**src/rtl/geogenius_pkg.sv**
```systemverilog
// Shared definitions for the Genius game engine: FSM state codes,
// LFSR geometry/taps and default parameter values.
package geogenius_pkg;

  typedef enum logic [3:0] {
    INICIAL     = 4'h0,
    PREPARA     = 4'h1,
    GERA        = 4'h2,
    MOSTRA      = 4'h3,
    PAUSA       = 4'h4,
    ESPERA      = 4'h5,
    COMPARA     = 4'h6,
    PROXIMA     = 4'h7,
    FIM_GANHOU  = 4'hA,
    FIM_PERDEU  = 4'hB,
    FIM_TIMEOUT = 4'hC
  } estado_t;

  // 16-bit Fibonacci LFSR, taps 16,14,13,11 (bits 15,13,12,10)
  localparam int unsigned LFSR_W         = 16;
  localparam logic [LFSR_W-1:0] LFSR_MASCARA = 16'hB400;

  localparam int unsigned DEF_N_BOTOES    = 8;
  localparam int unsigned DEF_MAX_RODADAS = 16;
  localparam int unsigned DEF_T_LED       = 1000;
  localparam int unsigned DEF_T_PAUSA     = 500;
  localparam int unsigned DEF_T_TIMEOUT   = 5000;
  localparam logic [LFSR_W-1:0] DEF_SEMENTE = 16'hACE1;

  function automatic logic [LFSR_W-1:0] lfsr_passo(input logic [LFSR_W-1:0] v);
    return {v[LFSR_W-2:0], ^(v & LFSR_MASCARA)};
  endfunction

endpackage

```
**src/rtl/geogenius_param_if.sv**
```systemverilog
// Board-side bundle of the Genius engine: player controls in, LEDs,
// result flags and debug displays out.
interface geogenius_param_if #(
  parameter int unsigned N_BOTOES    = 8,
  parameter int unsigned MAX_RODADAS = 16
);
  localparam int unsigned RW = $clog2(MAX_RODADAS + 1);

  logic                jogar;
  logic                dificuldade;
  logic [N_BOTOES-1:0] botoes;
  logic [N_BOTOES-1:0] leds;
  logic                ganhou;
  logic                perdeu;
  logic                timeout;
  logic                pronto;
  logic [RW-1:0]       score;
  logic [3:0]          db_estado;
  logic [RW-1:0]       db_rodada;

  // board / player side
  modport master (
    output jogar, dificuldade, botoes,
    input  leds, ganhou, perdeu, timeout, pronto, score, db_estado, db_rodada
  );

  // game engine side
  modport slave (
    input  jogar, dificuldade, botoes,
    output leds, ganhou, perdeu, timeout, pronto, score, db_estado, db_rodada
  );
endinterface

```
**src/rtl/geogenius_param_memoria_sequencia.sv**
```systemverilog
// Sequence store: one symbol per round, synchronous write, asynchronous read.
module memoria_sequencia #(
  parameter int unsigned PROF = 16,
  parameter int unsigned LARG = 3,
  parameter int unsigned AW   = 4
) (
  input  logic            clock,
  input  logic            we,
  input  logic [AW-1:0]   waddr,
  input  logic [LARG-1:0] wdata,
  input  logic [AW-1:0]   raddr,
  output logic [LARG-1:0] rdata
);
  logic [LARG-1:0] mem [PROF];

  // write port
  always_ff @(posedge clock) begin
    if (we) mem[waddr] <= wdata;
  end

  assign rdata = mem[raddr];
endmodule

```
**src/rtl/geogenius_param.sv**
```systemverilog
// Parametrised Genius (Simon) game engine.
// Optional feature: define GEOGENIUS_TIMEOUT_EN to enable the per-press
// timeout (FIM_TIMEOUT); otherwise ESPERA waits indefinitely.
module geogenius_param
  import geogenius_pkg::*;
#(
  parameter int unsigned N_BOTOES    = DEF_N_BOTOES,
  parameter int unsigned MAX_RODADAS = DEF_MAX_RODADAS,
  parameter int unsigned T_LED       = DEF_T_LED,
  parameter int unsigned T_PAUSA     = DEF_T_PAUSA,
  parameter int unsigned T_TIMEOUT   = DEF_T_TIMEOUT,
  parameter logic [LFSR_W-1:0] SEMENTE = DEF_SEMENTE
) (
  input logic clock,
  input logic reset,
  geogenius_param_if.slave bus
);
  localparam int unsigned K    = $clog2(N_BOTOES);
  localparam int unsigned RW   = $clog2(MAX_RODADAS + 1);
  localparam int unsigned AW   = $clog2(MAX_RODADAS);
  localparam int unsigned TMAX = (T_LED > T_PAUSA) ? T_LED : T_PAUSA;
  localparam int unsigned TW   = $clog2(TMAX + 1);
  localparam logic [RW-1:0] UM = RW'(1);

  estado_t             estado, prox;
  logic [LFSR_W-1:0]   lfsr;
  logic [RW-1:0]       rodada, indice, score, limite;
  logic [TW-1:0]       tempo;
  logic [K-1:0]        simbolo, mem_dado;
  logic [N_BOTOES-1:0] capt, leds_q;
  logic                botao_ant, press, acerto, expirou;
  logic                ganhou_q, perdeu_q, pronto_q;

  function automatic logic [N_BOTOES-1:0] um_quente(input logic [K-1:0] s);
    return N_BOTOES'(1) << s;
  endfunction

  memoria_sequencia #(
    .PROF (MAX_RODADAS),
    .LARG (K),
    .AW   (AW)
  ) u_mem (
    .clock (clock),
    .we    (estado == GERA),
    .waddr (rodada[AW-1:0]),
    .wdata (simbolo),
    .raddr (indice[AW-1:0]),
    .rdata (mem_dado)
  );

  // free-running symbol source
  always_ff @(posedge clock) begin
    if (reset) lfsr <= SEMENTE;
    else       lfsr <= lfsr_passo(lfsr);
  end

  // fold the low LFSR bits into 0..N_BOTOES-1
  always_comb begin
    simbolo = lfsr[K-1:0];
    if ({1'b0, lfsr[K-1:0]} >= (K+1)'(N_BOTOES)) simbolo = lfsr[K-1:0] - K'(N_BOTOES);
  end

  assign press  = (estado == ESPERA) && (|bus.botoes) && !botao_ant;
  // comparing against a one-hot pattern also rejects multi-button presses
  assign acerto = (capt == um_quente(mem_dado));

`ifdef GEOGENIUS_TIMEOUT_EN
  localparam int unsigned TOW = $clog2(T_TIMEOUT + 1);
  logic [TOW-1:0] cnt_espera;
  logic           timeout_q;

  // press timer, held at zero outside ESPERA so each entry starts fresh
  always_ff @(posedge clock) begin
    if (reset || estado != ESPERA) cnt_espera <= '0;
    else if (!expirou)             cnt_espera <= cnt_espera + TOW'(1);
  end

  assign expirou = (cnt_espera == TOW'(T_TIMEOUT - 1));

  // timeout flag aligned with the state register
  always_ff @(posedge clock) begin
    if (reset) timeout_q <= 1'b0;
    else       timeout_q <= (prox == FIM_TIMEOUT);
  end

  assign bus.timeout = timeout_q;
`else
  assign expirou     = 1'b0;
  assign bus.timeout = 1'b0;
`endif

  // next-state logic
  always_comb begin
    prox = estado;
    unique case (estado)
      INICIAL: if (bus.jogar) prox = PREPARA;
      PREPARA: prox = GERA;
      GERA:    prox = MOSTRA;
      MOSTRA:  if (tempo == TW'(T_LED - 1)) prox = PAUSA;
      PAUSA:   if (tempo == TW'(T_PAUSA - 1)) prox = (indice + UM < rodada) ? MOSTRA : ESPERA;
      ESPERA: begin
        if (press)        prox = COMPARA;
        else if (expirou) prox = FIM_TIMEOUT;
      end
      COMPARA: prox = acerto ? PROXIMA : FIM_PERDEU;
      PROXIMA: begin
        if (indice + UM < rodada)   prox = ESPERA;
        else if (score + UM == limite) prox = FIM_GANHOU;
        else                        prox = GERA;
      end
      FIM_GANHOU, FIM_PERDEU, FIM_TIMEOUT: if (bus.jogar) prox = PREPARA;
      default: prox = INICIAL;
    endcase
  end

  // state register and game datapath
  always_ff @(posedge clock) begin
    if (reset) begin
      estado    <= INICIAL;
      rodada    <= '0;
      indice    <= '0;
      score     <= '0;
      limite    <= '0;
      tempo     <= '0;
      capt      <= '0;
      botao_ant <= 1'b0;
    end else begin
      estado    <= prox;
      botao_ant <= |bus.botoes;
      if (prox != estado || !(estado inside {MOSTRA, PAUSA})) tempo <= '0;
      else                                                     tempo <= tempo + TW'(1);
      unique case (estado)
        PREPARA: begin
          score  <= '0;
          rodada <= '0;
          indice <= '0;
          limite <= bus.dificuldade ? RW'(MAX_RODADAS) : RW'(MAX_RODADAS / 2);
        end
        GERA: begin
          rodada <= rodada + UM;
          indice <= '0;
        end
        PAUSA: begin
          if (prox == MOSTRA)      indice <= indice + UM;
          else if (prox == ESPERA) indice <= '0;
        end
        ESPERA:  if (press) capt <= bus.botoes;
        PROXIMA: begin
          if (prox == ESPERA) indice <= indice + UM;
          else                score  <= score + UM;
        end
        default: ;
      endcase
    end
  end

  // registered LEDs and result flags
  always_ff @(posedge clock) begin
    if (reset) begin
      leds_q   <= '0;
      ganhou_q <= 1'b0;
      perdeu_q <= 1'b0;
      pronto_q <= 1'b0;
    end else begin
      leds_q   <= (estado == MOSTRA) ? um_quente(mem_dado) : '0;
      ganhou_q <= (prox == FIM_GANHOU);
      perdeu_q <= (prox == FIM_PERDEU);
      pronto_q <= prox inside {FIM_GANHOU, FIM_PERDEU, FIM_TIMEOUT};
    end
  end

  assign bus.leds      = leds_q;
  assign bus.ganhou    = ganhou_q;
  assign bus.perdeu    = perdeu_q;
  assign bus.pronto    = pronto_q;
  assign bus.score     = score;
  assign bus.db_estado = estado;
  assign bus.db_rodada = rodada;
endmodule

```
**src/flat_wrapper.sv**
```systemverilog
// flat-port wrapper written by rule: the top's interface ports become plain ports
module geogenius_param_flat import geogenius_pkg::*;
#(
  parameter int unsigned N_BOTOES    = DEF_N_BOTOES,
  parameter int unsigned MAX_RODADAS = DEF_MAX_RODADAS,
  parameter int unsigned T_LED       = DEF_T_LED,
  parameter int unsigned T_PAUSA     = DEF_T_PAUSA,
  parameter int unsigned T_TIMEOUT   = DEF_T_TIMEOUT,
  parameter logic [LFSR_W-1:0] SEMENTE = DEF_SEMENTE
)
  (clock, reset, bus_jogar, bus_dificuldade, bus_botoes, bus_leds, bus_ganhou, bus_perdeu, bus_timeout, bus_pronto, bus_score, bus_db_estado, bus_db_rodada);
  geogenius_param_if #(.N_BOTOES(N_BOTOES), .MAX_RODADAS(MAX_RODADAS)) bus_i ();
  input logic clock;
  input logic reset;
  input wire logic [$bits(bus_i.jogar)-1:0] bus_jogar;
  input wire logic [$bits(bus_i.dificuldade)-1:0] bus_dificuldade;
  input wire logic [$bits(bus_i.botoes)-1:0] bus_botoes;
  output wire logic [$bits(bus_i.leds)-1:0] bus_leds;
  output wire logic [$bits(bus_i.ganhou)-1:0] bus_ganhou;
  output wire logic [$bits(bus_i.perdeu)-1:0] bus_perdeu;
  output wire logic [$bits(bus_i.timeout)-1:0] bus_timeout;
  output wire logic [$bits(bus_i.pronto)-1:0] bus_pronto;
  output wire logic [$bits(bus_i.score)-1:0] bus_score;
  output wire logic [$bits(bus_i.db_estado)-1:0] bus_db_estado;
  output wire logic [$bits(bus_i.db_rodada)-1:0] bus_db_rodada;
  assign bus_i.jogar = bus_jogar;
  assign bus_i.dificuldade = bus_dificuldade;
  assign bus_i.botoes = bus_botoes;
  assign bus_leds = bus_i.leds;
  assign bus_ganhou = bus_i.ganhou;
  assign bus_perdeu = bus_i.perdeu;
  assign bus_timeout = bus_i.timeout;
  assign bus_pronto = bus_i.pronto;
  assign bus_score = bus_i.score;
  assign bus_db_estado = bus_i.db_estado;
  assign bus_db_rodada = bus_i.db_rodada;
  geogenius_param #(.N_BOTOES(N_BOTOES), .MAX_RODADAS(MAX_RODADAS), .T_LED(T_LED), .T_PAUSA(T_PAUSA), .T_TIMEOUT(T_TIMEOUT), .SEMENTE(SEMENTE)) u_core (.clock(clock), .reset(reset), .bus(bus_i));
endmodule
```
**config.mk**
```make
export PLATFORM = sky130hd
export DESIGN_NAME = geogenius_param_flat
export DESIGN_NICKNAME = d
export VERILOG_FILES = /design/src/rtl/geogenius_pkg.sv /design/src/rtl/geogenius_param_if.sv /design/src/rtl/geogenius_param_memoria_sequencia.sv /design/src/rtl/geogenius_param.sv /design/src/flat_wrapper.sv
export SDC_FILE = /design/constraint.sdc
export NUM_CORES = 1
export LEC_CHECK = 0
export ABC_CLOCK_PERIOD_IN_PS = 8050
export CAP_MARGIN = 20
export CELL_PAD_IN_SITES_DETAIL_PLACEMENT = 0
export CELL_PAD_IN_SITES_GLOBAL_PLACEMENT = 2
export CORE_ASPECT_RATIO = 0.6
export CORE_MARGIN = 1.5
export CORE_UTILIZATION = 42
export CTS_CLUSTER_SIZE = 24
export DETAILED_ROUTE_END_ITERATION = 10
export PLACE_DENSITY = 0.93
export RECOVER_POWER = 25
export SLEW_MARGIN = 5
export SYNTH_ARGS = -nofsm -noshare
export SYNTH_HDL_FRONTEND = slang
export SYNTH_SLANG_ARGS = --single-unit
```
**constraint.sdc**
```tcl
create_clock -name clock -period 8.05 [get_ports clock]
set_clock_uncertainty 0.2 [all_clocks]
set_input_delay 1.61 -clock clock [delete_from_list [all_inputs] [get_ports clock]]
set_output_delay 1.61 -clock clock [all_outputs]
set_load 0.02 [all_outputs]
```
==> run metrics <==
Post-Route Setup TNS 0 ns; Post-CTS Setup Bufs 0; DIE WIDTH between 100 and 150 um; Die ar. around 13000 sq um; Crit path max-delay family simple AND/OR/NAND/NOR gates; Avg Cell Area, Syn ~11 sq um; initial antenna violation count 0; crit path from bus_botoes[4]; Critical-path top delay cell nor4_1; Hold-fix buffers, CTS 0; pins over their slew limit 0; main flop type after synthesis dfxtp_1; Post-synth EDFFs 48; clk root buf clkbuf_16; GRT Total Usage a little under a fifth; DRT iter0 DRCs 252; Crit Path Max Fanout 10; final hold vios 0; Worst-path clk slew 0.06 ns; sequential element share of the synthesized area around 56%; CP cell instances clkdlybuf4s50_1 > nor4_1 > a2111oi_2 > nor2_1 > a211o_1 > a21oi_1 > or3_1 > a211o_1 > nor2_1; vias approximately 3700; post-route ant nets 0; drt wl/cell approximately 17 um; largest net degree at the start of global routing 49; area leader, netlist edfxtp_1; GP Congestion 0.785; CP Depth 9; Rows 31; Max-cap violations 0; Post-DP Area 5640 sq um; Synth cell types 54; DRC 0; Yosys top cell area share between 20% and 30%; # setup viols final 0; crit path buf inv count 1; Worst Setup Start Kind primary input; Synth area leaders edfxtp_1 (28%), dfxtp_1 (28%), nor2_1 (4.7%); clk_lat worst skew 0.41 ns; CTS tree yes; RSZ-0062 raised after global routing no; Post-Synthesis Cells 470; final period utilization 51.1%; Power Density roughly 230 nW/um^2; clk sinks ~120; first-pass GRT wire length roughly 18000 um; R2R Setup Slk 4.50 ns; crit end category register; share of cells above drive strength 1 ~9%; #FFs+latches synth between 100 and 150; required time worst endpoint approximately 8.2 ns; PostCTS Resize Cnt 0; r2r endpoint u_core.bus.db_estado[2]; I/O Pins 38; core box area 12000 sq um; Inserted Clock Buffers 17; Routed WL ~12000 um; worst hold path class reg2reg; Crit path arrival time approximately 4.3 ns; nets ~540; final hold slack 0.208 ns; buffers added on ports 36; die height 88.6 um; CP Capture Point u_core.tempo[6]; synthesized cell area slightly above 5000 sq um; Leakage ~2.2 nW; critical path class in2reg; GRT overflow 0; CTS Buffer Depth 2; Slew headroom 40.7%; status finished clean; fin area around 6200 sq um; Final Critical Period 4.11 ns; vias in the first global route 3565; FMAX approximately 240 MHz; initial core utilization approximately 43%; VDD IR max approximately 0.16 mV; asr flop ratio synth 0%; path depth of the worst reg2reg path 8; drt pass-1 iters 5; Syn Nets ~490; Area Overhead vs Synth 21.2%; ANT cells 0; Yosys warning count 0; Crit path largest cell delay between 0.7 and 0.8 ns; final total power about 1.5 mW; H-tree levels 4; post-detail-place hpwl just over 8000 um; Worst Tran Pin Value slightly below 0.9 ns; Via density approximately 5.3
## how the worst min path moves through the flow
stage               startpoint              end  slack (ns)  cells after the start
3_5_place_dp    u_core.lfsr[4]   u_core.lfsr[5]        0.19                      1
3_3_place_gp   u_core.lfsr[14]  u_core.lfsr[15]        0.19                      1
4_1_cts         u_core.lfsr[4]   u_core.lfsr[5]        0.21                      1
5_1_grt         u_core.lfsr[4]   u_core.lfsr[5]        0.21                      1
6_report        u_core.lfsr[5]   u_core.lfsr[6]        0.21                      1
2_1_floorplan   u_core.lfsr[9]  u_core.lfsr[10]        0.19                      1
## metrics by stage
stage | std cells | worst slack (ns) | util [%]
final | 689 | 3.94 | 51.9
after global routing | 689 | 3.90 | 51.9
after CTS | 689 | 4.06 | 51.9
after detailed placement | 657 | 3.65 | 47.1
after global placement | 657 | 3.71 | 47.1
after floorplan | 470 | 4.39 | -
## cell type report
cell class / instances / area (sq um)
inverters: 15 / 56.3
well taps: 165 / 206
clock inverters: 13 / 119
fillers: 1047 / 5770
multi-input cells: 319 / 2130
clock buffers: 19 / 454
flip-flops and latches: 119 / 2860
repair buffers: 39 / 383
## cell usage in the layout, fill, tap and decap left out, types with 5 or more instances in the layout
cell type / n
clkbuf_16: 18
mux2i_1: 21
nand3_1: 11
clkdlybuf4s50_1: 36
xnor2_1: 11
or2_2: 8
edfxtp_1: 48
a22o_1: 7
o21ai_0: 9
nand2_1: 34
xor2_1: 6
or3_1: 5
nor2_1: 64
nor3_1: 14
ha_1: 12
inv_1: 15
nor2b_1: 13
dfxtp_1: 71
a21oi_1: 23
o211ai_1: 5
mux4_1: 6
nand2b_1: 9
## layer usage
metal	wire, um	global-route usage, %
met5	0	0
met4	80	7.05
met2	4850	27.7
met1	5890	26.5
met3	710	5.77
## sequential cells by signal, indices dropped and copies added (netlist names), 2 cells and up, named ones only
name,flops
u_core.u_mem.mem,48
u_core.lfsr,16
u_core.tempo,10
u_core.bus.leds,8
u_core.capt,8
u_core.bus.db_rodada,5
u_core.bus.score,5
u_core.indice,5
u_core.bus.db_estado,4
u_core.limite,2
## cells by family (layout without fill, tap and decap cells)
family          after synthesis  in the layout  share of synthesized area [%]
mux                          31             31                           8.49
xor+xnor                     17             17                           2.90
other cells                   1              1                         0.0731
flops                       119            119                           55.8
compound gates               73             73                           9.52
simple gates                185            185                           17.6
fa+ha+maj                    12             12                           2.93
buf+inv                      32             86                           2.66
## Yosys cell counts, types with 2 or more instances
cell and count:
dfxtp_1 71, nor2_1 64, edfxtp_1 48, nand2_1 34, a21oi_1 23, mux2i_1 21, inv_1 15, nor3_1 14
nor2b_1 13, ha_1 12, clkbuf_1 11, nand3_1 11, xnor2_1 11, nand2b_1 9, o21ai_0 9, or2_2 8
a22o_1 7, mux4_1 6, xor2_1 6, o211ai_1 5, or3_1 5, a221oi_1 4, a31oi_1 4, and2_1 4
nor4_1 4, a22oi_1 3, a311oi_1 3, and3_1 3, nand3b_1 3, nand4_1 3, or4_1 3, a2111oi_0 2
a211o_1 2, a211oi_1 2, buf_1 2, buf_4 2, mux2_2 2, mux4_2 2, nand4b_1 2, nor4bb_1 2
o22ai_1 2
## worst register-to-register path, delay by kind of cell, from the launching register on
| family | cells | cell delay, ns |
|---|---|---|
| AND/OR/NAND/NOR | 2 | 0.97 |
| flip-flops | 1 | 0.72 |
| multiplexers | 3 | 1.12 |
| AO/OA/AOI/OAI | 3 | 0.47 |
## report_power, final
part	switching [mW]	leakage, nW	internal [mW]
logic	0.0404	0.852	0.0274
clock network	0.280	0.288	0.445
registers	0.0167	1.01	0.643
(Power assumes the default switching activity.)
